File: src/rtl/dmem_arbiter.sv
// Data-memory arbiter between the tp1 core data port and a host/debug port; the CPU has priority.
// Define DMEM_ARB_STATS_EN to build the stall-cycle and host-ack statistics counters.
`timescale 1ns/1ps

module dmem_arbiter #(
    parameter int DATA_W         = 8,
    parameter int ADDR_W         = 8,
    parameter int HOST_MAX_BURST = 4,
    parameter int HOST_MAX_WAIT  = 8
) (
    input  logic              _iClk,
    input  logic              _iReset,
    input  logic              _iCpuAccess,
    input  logic              _iCpuWrite,
    input  logic [ADDR_W-1:0] _iCpuAddr,
    input  logic [DATA_W-1:0] _iCpuWData,
    output logic [DATA_W-1:0] _oCpuRData,
    output logic              _oCpuStall,
    input  logic              _iHostReq,
    input  logic              _iHostWrite,
    input  logic [ADDR_W-1:0] _iHostAddr,
    input  logic [DATA_W-1:0] _iHostWData,
    output logic              _oHostAck,
    output logic [DATA_W-1:0] _oHostRData,
    output logic [ADDR_W-1:0] _oMemAddr,
    output logic [DATA_W-1:0] _oMemWData,
    output logic              _oMemWrite,
    input  logic [DATA_W-1:0] _iMemRData,
    output logic [15:0]       _oStallCount,
    output logic [15:0]       _oHostCount
);

    localparam int WCNT_W = $clog2(HOST_MAX_WAIT + 1);
    localparam int BCNT_W = $clog2(HOST_MAX_BURST + 1);
    localparam logic [WCNT_W-1:0] WAIT_LAST  = WCNT_W'(HOST_MAX_WAIT - 1);
    localparam logic [BCNT_W-1:0] BURST_LAST = BCNT_W'(HOST_MAX_BURST - 1);

    typedef enum logic {
        OWN_CPU  = 1'b0,
        OWN_HOST = 1'b1
    } owner_t;

    owner_t            state;
    owner_t            state_next;
    logic [WCNT_W-1:0] wcnt;
    logic [WCNT_W-1:0] wcnt_next;
    logic [BCNT_W-1:0] bcnt;
    logic [BCNT_W-1:0] bcnt_next;

    always_ff @(posedge _iClk or posedge _iReset) begin
        if (_iReset) begin
            state <= OWN_CPU;
            wcnt  <= '0;
            bcnt  <= '0;
        end else begin
            state <= state_next;
            wcnt  <= wcnt_next;
            bcnt  <= bcnt_next;
        end
    end

    // A grant always leaves OWN_CPU for at least the cycle after a release, since the
    // decision to regrant is only taken at an edge while already in OWN_CPU.
    always_comb begin
        state_next = state;
        wcnt_next  = '0;
        bcnt_next  = bcnt;
        _oHostAck  = 1'b0;
        _oCpuStall = 1'b0;
        _oMemAddr  = _iCpuAddr;
        _oMemWData = _iCpuWData;
        _oMemWrite = _iCpuAccess & _iCpuWrite;
        case (state)
            OWN_CPU: begin
                bcnt_next = '0;
                if (_iHostReq) begin
                    if (!_iCpuAccess || (wcnt == WAIT_LAST)) begin
                        state_next = OWN_HOST;
                    end else begin
                        wcnt_next = wcnt + WCNT_W'(1);
                    end
                end
            end
            OWN_HOST: begin
                _oHostAck  = _iHostReq;
                _oCpuStall = _iCpuAccess;
                _oMemAddr  = _iHostAddr;
                _oMemWData = _iHostWData;
                _oMemWrite = _iHostReq & _iHostWrite;
                if (!_iHostReq || (bcnt == BURST_LAST)) begin
                    state_next = OWN_CPU;
                    bcnt_next  = '0;
                end else begin
                    bcnt_next = bcnt + BCNT_W'(1);
                end
            end
            default: begin
                state_next = OWN_CPU;
                bcnt_next  = '0;
            end
        endcase
    end

    assign _oCpuRData  = _iMemRData;
    assign _oHostRData = _iMemRData;

`ifdef DMEM_ARB_STATS_EN
    logic [15:0] stall_count;
    logic [15:0] host_count;

    // Both counters stick at all-ones rather than wrapping.
    always_ff @(posedge _iClk or posedge _iReset) begin
        if (_iReset) begin
            stall_count <= '0;
            host_count  <= '0;
        end else begin
            if (_oCpuStall && (stall_count != 16'hFFFF)) begin
                stall_count <= stall_count + 16'd1;
            end
            if (_oHostAck && (host_count != 16'hFFFF)) begin
                host_count <= host_count + 16'd1;
            end
        end
    end

    assign _oStallCount = stall_count;
    assign _oHostCount  = host_count;
`else
    assign _oStallCount = 16'd0;
    assign _oHostCount  = 16'd0;
`endif

endmodule
File: config.mk
export PLATFORM = sky130hd
export DESIGN_NAME = dmem_arbiter
export DESIGN_NICKNAME = d
export VERILOG_FILES = /design/src/rtl/dmem_arbiter.sv
export SDC_FILE = /design/constraint.sdc
export NUM_CORES = 1
export LEC_CHECK = 0
export CAP_MARGIN = 10
export CORE_MARGIN = 4
export CORE_UTILIZATION = 27
export CTS_BUF_LIST = sky130_fd_sc_hd__clkbuf_16
export DETAILED_ROUTE_END_ITERATION = 6
export HOLD_SLACK_MARGIN = 0.15
export PLACE_DENSITY_LB_ADDON = 0.25
export SYNTH_ARGS = -nofsm -noshare
export SYNTH_HDL_FRONTEND = slang
export SYNTH_SLANG_ARGS = --single-unit
export TNS_END_PERCENT = 10
File: constraint.sdc
create_clock -name _iClk -period 1.41 [get_ports _iClk]
set_input_delay 0.282 -clock _iClk [delete_from_list [all_inputs] [get_ports _iClk]]
set_output_delay 0.282 -clock _iClk [all_outputs]
set_load 0.02 [all_outputs]
# After elaboration in Yosys (flattened, before gate mapping)
# Cells that the tools add are included.
# Widths: inputs -> output; s select.
[op_classes]
n_addsub = 2
multipliers = 0
n_div = 0
n_lt_le_gt_ge = 0
eq_ne = 2
shifts = 0
muxes = 14
n_bitwise = 3
n_reduce_logical = 4
[ops]
columns = ["cell", "count"]
rows = [
  ["$mux 8", 2],
  ["$mux 4", 3],
  ["$mux 1", 6],
  ["$pmux 3 s2", 1],
  ["$add 4x1->4 const B", 1],
  ["$eq 4x3->1 const B", 1],
  ["$add 3x1->3 const B", 1],
  ["$eq 3x2->1 const B", 1],
  ["$mux 3", 1],
  ["$and 1x1->1", 2],
  ["$logic_not 1->1", 2],
  ["$logic_or 1x1->1", 2],
  ["$pmux 1 s2", 1],
  ["$not 1->1", 1],
]
[totals]
reg_bits = 8
latch_bits = 0
mem_bits_rw = 0
rom_bits = 0
n_memories = 0

# Depth between registers and ports, before layout
[logic_depth]
depth_word = 5
ltp_mapped = 5
ltp_nobuf = 5

# Least setup slack after synthesis
# Ideal clock, no wire load.
[synth_path]
path_type = "reg2out"
from = "register state"
to = "output _oMemWrite"
arrival_time_ns = 1.008
path_slack_ns = 0.120
stages_incl_launch_ff = 5
path_buffers = 1
cell_sequence = "dfrtp_1 buf_6 nand2_2 inv_1 a22o_1"
[synth_between]
elab_chain_cells = 1
[synth_lines]
columns = ["element", "line", "rtl"]
rows = [
  ["from (decl)", "43", "owner_t state;"],
  ["from (signal assigned)", "56", "state <= state_next;"],
  ["$mux 1", "73", "case (state)"],
  ["to (decl)", "27", "output logic _oMemWrite,"],
]
# Every way passes these cells.

# Worst setup path after layout
[layout_path]
from = "register state"
to = "output _oMemWData[5]"
[layout_between]
elab_chain_cells = 1
[layout_lines]
columns = ["element", "line", "rtl"]
rows = [
  ["$mux 8", "73", ""],
  ["to (decl)", "26", "output logic [DATA_W-1:0] _oMemWData,"],
]
# Every way passes these cells.

==> metrics.cfg <==
[run_status]
status=complete, but fails checks
violations=negative setup slack

[logic_synthesis]
netlist.area_leader.share_pct=37.3
syn-cell-area_um2=967
yosysWarnings=0
synth_seq_area_share_pct=20.7
avgSynthCellArea_um2=9.58
synth_cell_types=22
ys_top_cells_by_area=buf_4, dfrtp_1, mux2_4
syn_inst=101
synth_top_area_cell=buf_4
synth_seq_cells=8

[worst_setup_path]
path_cells=buf_12 > mux2_2 > buf_2
crit_fanout=7
r2r-end=wcnt[2]
critPathRequiredTime_ps=1130
rrSetupSlack_ps=260
worstSetupPathType=flip-flop to output port
reg2reg_depth=4
critPathMaxStageDelay_ps=430
crit_buf_inv=2
arrival_ps=1310
slowest_stage=dfrtp_2
critPathLaunchType=flip-flop
rr_startpoint=state
end_kind=output port
critical-path-top-delay-family=flip-flops

[grt]
grt_max_degree=9
grtUsageMet1_pct=6.97
busiest_layer=met2
grt_pass1_wl_mm=2.85
first_global_vias=610
grtUsageMet3_pct=5.09
antenna_found_initial=0
grtUsageTotal_pct=8.87
grt_remaining_overflow=0
met2_usage_pct=16.2

[timing]
slew_viol_final=0
rsz0062_at_grt=yes
setup_ws_ps=-180
fin_hold_ws_ps=299
fin_crit_sh_pct=113
hold_violations=0
fmax_mhz=629
finalClockSkew_ps=0.661
fin_tns_setup_ps=-2650
finalWorstPathRequiredPeriod_ps=1590
setup_viol=18

[clock_network]
clk_pin_slew_ps=30
numCtsBuffers=3
htreeDepth=1
cts-root-buf=clkbuf_16
clock-sinks=8
cts_max_path_buffers=2
cts_tree=built
clk_latency_ps=230

[finish]
seq_area_um2=201
drive_gt1_share_pct=30.8
final_common_cell=clkdlybuf4s50_1
mostFrequentLayoutCells=clkdlybuf4s50_1, conb_1, buf_6, mux2_4, dfrtp_1
synthToLayoutAreaGrowth_pct=55.0
diodes=0
nets=197
fillers=311
multiInputGateArea_um2=508

[min_path]
hp-class=input port to asynchronous set/reset pin

[drt]
totalWireLength_mm=2.47
drt_iter0_drc=4
viasPerCell=3.57
first_pass_iters=3
postRouteAntennaNets=0
post_drt_wl_per_cell_um=12.8
vias=686
route.detailed.drc=0

[die]
start_util_pct=28.5
std_cell_rows=21
core_area_um2=3390
die_h_um=67.9
fp.dieW_um=67.9
io-pin-count=113
design.die.area_um2=4600

[place]
port_buffers=56
gp_congestion=0.589
pre_cts_ws_ps=-543
hpwlAfterDp_mm=1.99

[power_and_ir_drop]
ir_drop_mv=0.421
powerDensity_nw_per_um2=796
p_leak_uw=0.000743

[run]
cap_violations=0

cells in the mapped netlist:
| cell | instances |
|---|---|
| a21oi_1 | 1 |
| a22o_1 | 1 |
| and2_1 | 1 |
| and2b_1 | 1 |
| buf_12 | 1 |
| buf_4 | 48 |
| buf_6 | 1 |
| conb_1 | 1 |
| dfrtp_1 | 8 |
| ha_1 | 3 |
| inv_1 | 4 |
| mux2_2 | 8 |
| mux2_4 | 8 |
| nand2_1 | 2 |
| nand2_2 | 1 |
| nand3_1 | 2 |
| nand3b_1 | 1 |
| nor2_1 | 4 |
| nor3_1 | 2 |
| nor3b_1 | 1 |
| xnor2_1 | 1 |
| xor2_1 | 1 |
kinds of logic after synthesis:
logic type,share of synthesized area (%)
buf+inv,42.0
mux,21.7
simple gates,8.02
flops,20.7
fa+ha+maj,3.88
compound gates,1.42
xor+xnor,1.81
other cells,0.388
per-layer routing:
| metal | vias up | wire (µm) |
|---|---|---|
| met4 | 0 | 54 |
| met3 | 9 | 409 |
| met2 | 49 | 1210 |
| met1 | 293 | 792 |
| li1 | 335 | - |
| met5 | - | 0 |
worst max-delay path by stage:
stage                         end  cells past startpoint  slack, ps       from
floorplan              _oMemWrite                      4        120      state
global placement       _oMemWrite                      5       -520  _iHostReq
detailed placement     _oMemWrite                      5       -540  _iHostReq
CTS                 _oMemWData[2]                      4       -270      state
global route           _oMemWrite                      5       -230      state
finish              _oMemWData[5]                      3       -180      state
final cells by class:
class	count	share of cell area, %
repair buffers	61	42.8
multi-input cells	70	33.9
flip-flops and latches	8	13.4
clock buffers	3	5.01
well taps	46	3.84
inverters	4	1.00
power by group:
group | leakage, µW | switching, µW | internal [µW]
sequential | 0.000108 | 7.29 | 238
clock | 0.0000370 | 104 | 365
combinational | 0.000599 | 222 | 257
per-stage QoR:
step | area [µm²] | utilization [%] | std cells | power, µW
finish | 1500 | 44.2 | 192 | 1190
global route | 1500 | 44.2 | 192 | 1240
CTS | 1440 | 42.6 | 193 | 1180
detailed placement | 1350 | 39.9 | 188 | 685
global placement | 1350 | 39.9 | 188 | 683
floorplan | 1080 | - | 132 | 616
state kept, by name, summed over array words and instances, names as in the netlist:
| register | count |
|---|---|
| bcnt | 3 |
| wcnt | 4 |
| state | 1 |
timing repair:
item                       in CTS  in global routing
pin swaps                       1                  1
setup endpoints to repair      19                 19
cloned                          1                  0
hold buffers                    0                  0
resized for setup              94                 26
setup buffers                   1                  1
(Power assumes the default switching activity.)
